[src/rtl/uart_pkg.sv]
// uart_pkg: shared definitions for the UART receiver.
//   - rx_state_e  : receiver state enumeration
//   - *_DEF       : default frame geometry and system clock rate
//   - tick_w()    : width of the oversampling tick counter
package uart_pkg;

    localparam int OVERSAMPLE_DEF = 16;
    localparam int CLK_RATE       = 50_000_000;
    localparam int DATA_WIDTH_DEF = 8;

    typedef enum logic [2:0] {
        IDLE,
        START,
        DATA,
        PARITY,
        STOP
    } rx_state_e;

    // Tick counter must hold 0..os-1; keep at least one bit for degenerate os.
    function automatic int tick_w(input int os);
        return (os > 1) ? $clog2(os) : 1;
    endfunction

endpackage

[src/rtl/uart_rx_sync.sv]
// uart_rx_sync: two-flop synchronizer for the asynchronous rx line.
// Both flops reset to 1 (line idle) so reset never looks like a start bit.
// Ports:
//   clk  in   system clock
//   rst  in   synchronous active-high reset
//   rx   in   raw serial line (asynchronous)
//   rxS  out  rx synchronized to clk
module uart_rx_sync (
    input  logic clk,
    input  logic rst,
    input  logic rx,
    output logic rxS
);

    logic meta;

    always_ff @(posedge clk) begin
        if (rst) begin
            meta <= 1'b1;
            rxS  <= 1'b1;
        end else begin
            meta <= rx;
            rxS  <= meta;
        end
    end

endmodule

[src/rtl/uart_receiver.sv]
// uart_receiver: 16x-oversampled UART deframer (8N1, or 8E1 when the
// UART_RX_PARITY_EN macro is defined).
// Ports:
//   clk        in   system clock
//   rst        in   synchronous active-high reset
//   baudTick   in   one-clk pulse, OVERSAMPLE per bit period
//   rx         in   serial line, idle high, asynchronous
//   dataOut    out  last good byte, held until the next good frame
//   rxDone     out  one-clk pulse when dataOut updates
//   frameErr   out  one-clk pulse when the stop bit is sampled low
//   parityErr  out  one-clk pulse on even-parity mismatch (0 without macro)
module uart_receiver
    import uart_pkg::*;
#(
    parameter int DATA_WIDTH = DATA_WIDTH_DEF,
    parameter int OVERSAMPLE = OVERSAMPLE_DEF
) (
    input  logic                  clk,
    input  logic                  rst,
    input  logic                  baudTick,
    input  logic                  rx,
    output logic [DATA_WIDTH-1:0] dataOut,
    output logic                  rxDone,
    output logic                  frameErr,
    output logic                  parityErr
);

    localparam int TW = tick_w(OVERSAMPLE);
    localparam int BW = $clog2(DATA_WIDTH) + 1;

    localparam logic [TW-1:0] MID_TICK = TW'(OVERSAMPLE / 2 - 1);
    localparam logic [TW-1:0] END_TICK = TW'(OVERSAMPLE - 1);
    localparam logic [BW-1:0] LAST_BIT = BW'(DATA_WIDTH - 1);

    rx_state_e             state;
    logic [TW-1:0]         tickCnt;
    logic [BW-1:0]         bitCnt;
    logic [DATA_WIDTH-1:0] shreg;
    logic                  rxS;

    uart_rx_sync u_sync (
        .clk (clk),
        .rst (rst),
        .rx  (rx),
        .rxS (rxS)
    );

`ifdef UART_RX_PARITY_EN
    logic parBad;   // parity mismatch latched in PARITY, acted on in STOP
`else
    assign parityErr = 1'b0;
`endif

    always_ff @(posedge clk) begin
        if (rst) begin
            state    <= IDLE;
            tickCnt  <= '0;
            bitCnt   <= '0;
            shreg    <= '0;
            dataOut  <= '0;
            rxDone   <= 1'b0;
            frameErr <= 1'b0;
`ifdef UART_RX_PARITY_EN
            parBad    <= 1'b0;
            parityErr <= 1'b0;
`endif
        end else begin
            rxDone   <= 1'b0;
            frameErr <= 1'b0;
`ifdef UART_RX_PARITY_EN
            parityErr <= 1'b0;
`endif
            case (state)
                IDLE: begin
                    if (!rxS) begin
                        state   <= START;
                        tickCnt <= '0;
                    end
                end

                // Re-check the line mid start bit; a short low pulse is a glitch.
                START: begin
                    if (baudTick) begin
                        if (tickCnt == MID_TICK) begin
                            tickCnt <= '0;
                            bitCnt  <= '0;
                            state   <= rxS ? IDLE : DATA;
                        end else begin
                            tickCnt <= tickCnt + 1'b1;
                        end
                    end
                end

                // tickCnt free-runs and wraps, so each sample lands one full
                // bit after the previous one, i.e. mid bit.
                DATA: begin
                    if (baudTick) begin
                        tickCnt <= tickCnt + 1'b1;
                        if (tickCnt == END_TICK) begin
                            shreg  <= {rxS, shreg[DATA_WIDTH-1:1]};
                            bitCnt <= bitCnt + 1'b1;
                            if (bitCnt == LAST_BIT) begin
`ifdef UART_RX_PARITY_EN
                                state <= PARITY;
`else
                                state <= STOP;
`endif
                            end
                        end
                    end
                end

`ifdef UART_RX_PARITY_EN
                PARITY: begin
                    if (baudTick) begin
                        tickCnt <= tickCnt + 1'b1;
                        if (tickCnt == END_TICK) begin
                            parBad <= rxS ^ (^shreg);
                            state  <= STOP;
                        end
                    end
                end
`endif

                // Decide mid stop bit and re-arm at once so back-to-back
                // frames with a single stop bit are caught.
                STOP: begin
                    if (baudTick) begin
                        tickCnt <= tickCnt + 1'b1;
                        if (tickCnt == END_TICK) begin
                            state <= IDLE;
                            if (!rxS) begin
                                frameErr <= 1'b1;
`ifdef UART_RX_PARITY_EN
                            end else if (parBad) begin
                                parityErr <= 1'b1;
`endif
                            end else begin
                                dataOut <= shreg;
                                rxDone  <= 1'b1;
                            end
                        end
                    end
                end

                default: state <= IDLE;
            endcase
        end
    end

endmodule

[config.mk]
export PLATFORM = sky130hd
export DESIGN_NAME = uart_receiver
export DESIGN_NICKNAME = d
export VERILOG_FILES = /design/src/rtl/uart_pkg.sv /design/src/rtl/uart_rx_sync.sv /design/src/rtl/uart_receiver.sv
export SDC_FILE = /design/constraint.sdc
export NUM_CORES = 1
export LEC_CHECK = 0
export CORE_ASPECT_RATIO = 0.75
export CORE_MARGIN = 5
export CORE_UTILIZATION = 59
export CTS_CLUSTER_DIAMETER = 200
export DETAILED_ROUTE_END_ITERATION = 6
export GPL_TIMING_DRIVEN = 0
export HOLD_SLACK_MARGIN = 0.06
export PLACE_DENSITY = 0.95
export SETUP_SLACK_MARGIN = 0.2
export SYNTH_ARGS = -nofsm -noshare
export SYNTH_HDL_FRONTEND = slang
export SYNTH_SLANG_ARGS = --single-unit
[constraint.sdc]
create_clock -name clk -period 4.44 [get_ports clk]
set_clock_uncertainty 0.15 [all_clocks]
set_input_delay 0.444 -clock clk [delete_from_list [all_inputs] [get_ports clk]]
set_output_delay 0.444 -clock clk [all_outputs]
set_load 0.005 [all_outputs]
==> reports/qor.yml, run 1 <==
num_rows: 15
start_kind: "primary input"
worstRegToRegCells: 5
min_from: "u_sync.meta"
fmax_ghz: 0.523
drtAntennaViolNets: 0
cp_max_fo: 7
cts_buffers: 5
cap_violations: 0
reg2reg_to: "state[1]"
drv_slew: 0
endpoint: "state[1]"
status: "completed"
ys_async_sr_fraction_pct: 0
p_per_area_nw_per_um2: 337
critPathSlowestCell: "clkdlybuf4s50_1"
synth_flop_cell: "dfxtp_1"
areaGrowthSynthToFinish_pct: 19.1
crit_buf_inv: 1
syn_nets: 155
synth_seq_area_share_pct: 43.2
htree_levels: 2
timing.setup.tns_ns: 0
dp_slack_ns: 2.19
gp_congestion: 0.853
hold_buffers: 0
dieArea_um2: 3530
ys_types: 44
startpoint: "baudTick"
syn-cell-area_um2: 1440
worstPathArrival_ns: 1.97
drive_gt1_share_pct: 14.1
ioPinCount: 15
die_h_um: 52.8
leakage_nw: 0.750
synthCells: 149
firstDrtPassIters: 4
drt_iter0_markers: 79
hold_class: "register to register"
ir_worst_vdd_uv: 240
synth_edf_count: 0
postCtsSetupRepairBufs: 0
setup.worst_path.end_class: "register"
maxSlewHeadroom_pct: 64.0
final_common_cell: "dfxtp_1"
period_needed_ns: 1.91
final_net_count: 175
yosysWarnings: 0
critical_path_cell_count: 5
grt_max_degree: 11
dieWidth_um: 67
drcViolationCount: 0
ys_ff_latch: 31
clock_latency_ns: 0.33
syn_avg_cell_area_um2: 9.65
fin_crit_sh_pct: 43.1
rsz0062_at_grt: "false"
num_vias: 1183
timing.rr.start: "tickCnt[0]"
grtUsageTotal_pct: 20.2
grt.overflow.total: 0
vias_per_cell: 5.80
dp_hpwl_um: 2230
worstMarginPinSlew_ns: 0.540
worstPathRequired_ns: 4.49
cts_sinks: 31
mostFrequentLayoutCells: "dfxtp_1, nor2_1, mux2i_1"
grt_pass1_wl_um: 5210
grt_pass1_vias: 1153
port_buffers: 13
cts_buffer_depth: 2
cts_root_buf: "clkbuf_4"
wire_per_inst_um: 15.2
cp_cell_sequence: "clkdlybuf4s50_1, and4b_2, a221oi_1, nand4bb_1, a31oi_1"
path_clk_slew_ns: 0.09
finalSetupViolCount: 0
fin_ws_ns: 2.53
slowest_delay_ns: 0.50
initial_core_util_pct: 62.3
critPathKind: "primary input to register"
hold_violations: 0
cts_tree: "built"
r2r_slack_ns: 2.56
routed_wl_um: 3110
antenna_found_initial: 0
whs_ns: 0.269
cp_top_family: "simple AND/OR/NAND/NOR gates"
cts_resized: 0
n_antenna_cell: 0
core_um2: 2310
==> synthesized netlist by cell type (2+ instances only) <==
cell type	count	area share [%]
dfxtp_1	31	43
nor2_1	22	5.7
mux2i_1	17	12
nand3_1	7	2.4
nand2_1	5	1.3
a21oi_1	4	1.4
clkbuf_1	4	1.0
a31oi_1	3	1.3
buf_4	3	1.6
inv_1	3	0.78
o211ai_1	3	1.6
o21ai_0	3	1.0
a21o_1	2	1.0
buf_2	2	0.70
buf_6	2	1.6
ha_1	2	1.7
nand3b_1	2	1.0
nor3_1	2	0.70
nor3b_2	2	1.7
nor4_1	2	0.87
nor4bb_1	2	1.4
or2_2	2	0.87
or3_1	2	0.87
or3b_1	2	1.2
==> worst min-delay path by stage <==
stage | endpoint | slack [ns] | depth (start not counted)
3_5_place_dp | u_sync.rxS | 0.25 | 1
5_1_grt | u_sync.rxS | 0.30 | 1
6_report | u_sync.rxS | 0.27 | 1
4_1_cts | u_sync.rxS | 0.28 | 1
2_1_floorplan | u_sync.rxS | 0.24 | 1
3_3_place_gp | u_sync.rxS | 0.24 | 1
==> worst reg2reg max path, cell delays in order, from the launching register on <==
cell       delay, ns
dfxtp_1         0.34
ha_1            0.28
and4b_2         0.27
a221oi_1        0.43
nand4bb_1       0.21
a31oi_1         0.08
==> cell type report <==
cell class              instances  area (um2)
clock inverters                 2        60.1
inverters                       3        11.3
fillers                       167         597
clock buffers                   6        41.3
plain buffers                  11        70.1
repair buffers                 13         130
well taps                      34        42.5
multi-input cells             104         736
flip-flops and latches         31         621
==> stage by stage <==
stage / util, % / instance area [um2] / total power [mW] / instances
detailed placement: 69.8 / 1610 / 0.312 / 196
global route: 74.1 / 1710 / 0.599 / 204
CTS: 74.1 / 1710 / 0.580 / 204
global placement: 69.8 / 1610 / 0.311 / 196
floorplan: - / 1440 / 0.304 / 149
finish: 74.1 / 1710 / 0.576 / 204
==> power by group <==
group	leakage, nW	internal, mW	switching [mW]	total [mW]
Combinational	0.447	0.0102	0.0143	0.0245
Clock	0.0525	0.176	0.0941	0.270
Sequential	0.250	0.280	0.00216	0.282
==> logic make-up after synthesis <==
group	Yosys count	share of synthesized area (%)
AND/OR/NAND/NOR	58	22.9
flip-flops	31	43.2
AO/OA/AOI/OAI	25	13.7
multiplexers	18	12.6
buffers and inverters	14	5.66
adder cells (fa/ha/maj)	2	1.74
other	1	0.261
==> layer usage <==
metal / vias to the layer above / share of wire (%) / GRT usage (%)
met5: - / 0 / 0
met4: 0 / 1.9 / 7.74
met3: 9 / 6.6 / 6.65
met2: 48 / 50 / 33.4
met1: 551 / 42 / 24.0
li1: 575 / - / -
==> registers in the layout (all words and copies together) (netlist names) <==
register and flops:
frameErr 1, dataOut 8, u_sync.meta 1, bitCnt 4, tickCnt 4, rxDone 1, state 3, shreg 8
u_sync.rxS 1
No activity file was read; power rests on OpenSTA's default activity.
==> run 2, diff against run 1 <==
- CORE_UTILIZATION: 59 -> 55
- PLACE_DENSITY: 0.95 -> 0.9
- clock period: 4.44 -> 2 ns (I/O delays scaled with it)
==> run 2 against run 1 <==
Effect of this change:
- combinational power grew 140%
- global-route usage decreased by 3.2 points
- cell count up 2.0%
- flip-flop and latch count stayed put
- utilization fell by 5.9 points
- sequential power rose by 120%
- worst hold slack hardly changed
- first-iteration DRC count rose by 19%
- largest cell class unchanged
- routed wire length down 4.8%
- worst setup slack worse by 2.3 ns
- register-to-register slack worse by 2.3 ns
- highest routed layer unchanged
- clock-buffer cell count fell by 1
==> reports/qor.yml, run 2 (synthesized netlist as in run 1, its figures left out) <==
ir_worst_vdd_uv: 507  # +110%
cts_buffer_depth: 2  # unchanged
cap_violations: 0  # unchanged
finalSetupViolCount: 0  # unchanged
die_h_um: 54.3  # +2.9%
path_clk_slew_ns: 0.10  # about the same
drt_iter0_markers: 94  # +19%
ioPinCount: 15  # unchanged
final_util_pct: 68.3  # -5.9 points
hold_violations: 0  # unchanged
p_per_area_nw_per_um2: 671  # +99%
worstMarginPinSlew_ns: 0.587  # +0.0471 ns
cts_buffers: 5  # unchanged
final_cells: 208  # +2.0%
dieArea_um2: 3750  # +6.0%
maxSlewHeadroom_pct: 60.5  # -3.4 points
mostFrequentLayoutCells: "dfxtp_1, nor2_1, mux2i_1"
fin_crit_sh_pct: 87.8
slowest_delay_ns: 0.39  # -0.11 ns
rsz0062_at_grt: "true"
grt_pass1_wl_um: 4990  # -4.2%
leakage_nw: 0.755  # +0.79%
n_antenna_cell: 0  # unchanged
placedCellCount: 198  # +1.0%
hold_class: "primary input to register"
clock_latency_ns: 0.33  # about the same
gp_congestion: 0.947  # +11%
critPathKind: "register to register"
num_vias: 1186  # +0.25%
cts_tree: "built"
worstPathArrival_ns: 1.88  # -0.09 ns
port_buffers: 13  # unchanged
grt.overflow.total: 0  # unchanged
fmax_ghz: 0.570
status: "completed"
cp_cell_sequence: "buf_4, nor4bb_1, nand2_1, buf_4, mux2_2, nor2_1"
grt_pass1_vias: 1069  # -7.3%
finalPower_mw: 1.17  # +100%
wire_per_inst_um: 14.2  # -6.7%
cp_top_family: "simple AND/OR/NAND/NOR gates"
core_um2: 2560  # +11%
setup.worst_path.end_class: "register"
drtAntennaViolNets: 0  # unchanged
start_kind: "register"
hold_buffers: 0  # unchanged
antenna_found_initial: 0  # unchanged
crit_buf_inv: 2  # +1
vias_per_cell: 5.70  # -1.7%
initial_core_util_pct: 56.1  # -6.2 points
cp_max_fo: 10  # +3
final_net_count: 177  # +1.1%
drive_gt1_share_pct: 18.6  # +4.5 points
period_needed_ns: 1.76
drv_slew: 0  # unchanged
routed_wl_um: 2960  # -4.8%
drcViolationCount: 0  # unchanged
num_rows: 16  # +1
firstDrtPassIters: 4  # unchanged
worstPathRequired_ns: 2.13  # -2.36 ns
dieWidth_um: 69.0  # +3.0%
grtUsageTotal_pct: 17.0  # -3.2 points
critPathSlowestCell: "dfxtp_1"
areaGrowthSynthToFinish_pct: 21.7
htree_levels: 2  # unchanged
dp_hpwl_um: 2050  # -8.0%
crit_path_frequent_cell: "buf_4"
reg_top3: "dataOut x8, shreg x8"
cts_root_buf: "clkbuf_4"
grt_max_degree: 12  # +1
final_common_cell: "dfxtp_1"
cts_sinks: 31  # unchanged
run 2: worst register-to-register path: cells and delay by family, from the launching register on:
kind          cells  cell delay (ns)
flops             1             0.39
buf+inv           2             0.41
simple gates      3             0.48
mux               1             0.27
run 2: path summary, 6_finish.rpt:
| kind | cells after the start | slack (ns) | start | end |
|---|---|---|---|---|
| setup reg to reg | 6 | 0.24 | state[0] | bitCnt[0] |
| hold / removal | 2 | 0.27 | rx | u_sync.meta |
| hold reg to reg | 1 | 0.27 | u_sync.meta | u_sync.rxS |
| setup / recovery | 6 | 0.24 | state[0] | bitCnt[0] |
run 2: timing repair:
action / CTS / global route
setup endpoints to repair: 5 / 22
resized for setup: 2 / 11
gates cloned: 0 / 1
buffers inserted: 0 / 1
pin swaps: 0 / 4
run 2: through the flow:
stage               TNS (ns)  area [um2]  hold slack [ns]  setup WS, ns
floorplan                  0        1440            0.154         0.310
global placement           0        1610            0.242        0.0526
detailed placement   -0.0747        1610            0.248       -0.0521
CTS                        0        1700            0.259         0.232
global route               0        1750            0.250         0.176
finish                     0        1750            0.269         0.245
run 2: final cells by class:
| type | instances | area (um2) |
|---|---|---|
| Timing Repair Buffer | 15 | 143 |
| Clock buffer | 5 | 37.5 |
| Fill cell | 194 | 813 |
| Multi-Input combinational cell | 104 | 767 |
| Buffer | 11 | 76.3 |
| Sequential cell | 31 | 626 |
| Clock inverter | 3 | 43.8 |
| Inverter | 3 | 11.3 |
| Tap cell | 36 | 45.0 |
run 2: power by group:
| group | internal (mW) | total (mW) | switching (mW) |
|---|---|---|---|
| Combinational | 0.0253 | 0.0579 | 0.0326 |
| Clock | 0.263 | 0.491 | 0.228 |
| Sequential | 0.620 | 0.625 | 0.00550 |
run 2: metal layers:
layer	global-route usage, %	part of all wire, %
met4	4.87	2.5
met3	6.24	6.1
met1	21.0	45
met5	0	0
met2	28.3	47
==> run 3, diff against run 2 <==
- CORE_UTILIZATION: 55 -> 30
- PLACE_DENSITY: 0.9 -> 0.6
==> run 3 against run 2 <==
Effect of this change:
- worst setup slack improved by 0.0049 ns
- fmax increased by 0.28%
- flip-flop and latch count unchanged
- register-to-register slack about the same
- routed wire length decreased by 3.6%
- sequential power about the same
- first-iteration DRC count decreased by 46%
- critical path depth decreased by 1
- via count decreased by 8.4%
- cell count increased by 9.1%
- worst hold slack got worse by 0.0085 ns
- critical path type unchanged
- largest cell class unchanged
- largest power group is now the clock network
==> reports/qor.yml, run 3 (synthesized netlist as in run 1, its figures left out) <==
status: "completed"
firstDrtPassIters: 4  # unchanged
finalSetupViolCount: 0  # unchanged
p_per_area_nw_per_um2: 733  # +9.2%
hold_buffers: 0  # unchanged
dieArea_um2: 6290  # +68%
grt.overflow.total: 0  # unchanged
cts_root_buf: "clkbuf_8"
crit_buf_inv: 1  # -1
place_area_um2: 1640  # +1.6%
worstPathRequired_ns: 2.01  # -0.12 ns
leakage_nw: 0.764  # +1.2%
vias_per_cell: 4.78  # -16%
htree_levels: 2  # unchanged
cp_cell_sequence: "buf_4, or3b_4, a211oi_4, mux2i_1, nor2_1"
finalPower_mw: 1.32  # +12%
worstMarginPinSlew_ns: 0.516  # -0.0703 ns
n_antenna_cell: 0  # unchanged
final_common_cell: "dfxtp_1"
drive_gt1_share_pct: 18.2  # -0.37 points
drtAntennaViolNets: 0  # unchanged
hold_class: "register to register"
critPathSlowestCell: "or3b_4"
cp_max_fo: 10  # unchanged
mostFrequentLayoutCells: "dfxtp_1, nor2_1, mux2i_1"
num_rows: 21  # +5
cap_violations: 0  # unchanged
drt_iter0_markers: 51  # -46%
areaGrowthSynthToFinish_pct: 25.2
whs_ns: 0.260  # -0.00851 ns
ir_worst_vdd_uv: 334  # -34%
setup.worst_path.end_class: "register"
multi_input_area_um2: 767  # unchanged
ff_latch_area_um2: 623  # -0.40%
grt_pass1_wl_um: 4970  # -0.28%
path_clk_slew_ns: 0.07  # -0.03 ns
critPathKind: "register to register"
fillers: 454  # +130%
grtUsageTotal_pct: 9.62  # -7.3 points
cts_buffer_depth: 2  # unchanged
postCtsSetupRepairBufs: 0  # unchanged
hold_violations: 0  # unchanged
cp_top_family: "simple AND/OR/NAND/NOR gates"
clock_latency_ns: 0.28  # -0.05 ns
port_buffers: 13  # unchanged
dp_hpwl_um: 2000  # -2.7%
cts_sinks: 31  # unchanged
cts_buffers: 5  # unchanged
antenna_found_initial: 0  # unchanged
core_um2: 4550  # +77%
die_h_um: 70.0  # +29%
wire_per_inst_um: 12.6  # -12%
start_kind: "register"
dieWidth_um: 89.9  # +30%
maxSlewHeadroom_pct: 65.3  # +4.7 points
reg_top3: "dataOut x8, shreg x8"
final_area_um2: 1800  # +2.9%
slowest_delay_ns: 0.41  # +0.02 ns
routed_wl_um: 2850  # -3.6%
gp_congestion: 0.790  # -17%
initial_core_util_pct: 31.6  # -24 points
fin_crit_sh_pct: 87.5  # -0.24 points
drcViolationCount: 0  # unchanged
grt_max_degree: 11  # -1
period_needed_ns: 1.75  # -0.00486 ns
final_net_count: 175  # -1.1%
fmax_ghz: 0.571  # +0.28%
num_vias: 1086  # -8.4%
drv_slew: 0  # unchanged
worstPathArrival_ns: 1.76  # -0.12 ns
cts_tree: "built"
grt_pass1_vias: 1010  # -5.5%
ioPinCount: 15  # unchanged
rsz0062_at_grt: "false"
## run 3: changes by cell type in the layout (fill, tap and decap cells not counted), sizes merged
cell	previous run	this run
buf	9	7
clkinv	2	1
clkbuf	9	10
## run 3: per-stage QoR
stage | utilization (%) | worst slack, ns | instances | setup TNS (ns)
after floorplan | - | 0.310 | 149 | 0
after global routing | 39.6 | 0.204 | 227 | 0
after detailed placement | 36.1 | 0.00462 | 219 | 0
final | 39.6 | 0.250 | 227 | 0
after global placement | 36.1 | -0.0259 | 219 | -0.0259
after CTS | 38.8 | 0.247 | 227 | 0
## run 3: cell type report
cell class                      count  share of cell area, %
Multi-Input combinational cell    104                   42.6
Sequential cell                    31                   34.6
Timing Repair Buffer               13                   7.23
Clock buffer                        6                   4.59
Buffer                             11                   4.45
Tap cell                           57                   3.96
Clock inverter                      2                   1.95
Inverter                            3                  0.625
## run 3: layer usage
| metal | GRT usage (%) | vias to the layer above | part of all wire (%) |
|---|---|---|---|
| li1 | - | 577 | - |
| met1 | 13.5 | 489 | 56 |
| met2 | 13.1 | 15 | 39 |
| met3 | 3.43 | 5 | 3.7 |
| met4 | 3.97 | 0 | 1.6 |
| met5 | 0 | - | 0 |
## run 3: worst paths after layout
path / startpoint / to / slack (ns) / cells past startpoint
setup / recovery: tickCnt[3] / bitCnt[1] / 0.25 / 5
hold / removal: u_sync.meta / u_sync.rxS / 0.26 / 1
setup reg to reg: tickCnt[3] / bitCnt[1] / 0.25 / 5
hold reg to reg: u_sync.meta / u_sync.rxS / 0.26 / 1
## run 3: power breakdown
group / switching, mW / leakage, nW / total [mW] / internal [mW]
combinational: 0.0316 / 0.452 / 0.0555 / 0.0240
clock: 0.234 / 0.0612 / 0.637 / 0.403
sequential: 0.00571 / 0.251 / 0.627 / 0.622
total: 0.271 / 0.764 / 1.32 / 1.05
## run 3: timing repair
action,CTS,global route
pin swaps,0,2
hold endpoints to repair,0,0
gates resized for setup,1,13
cloned,0,0
setup endpoints to repair,1,17
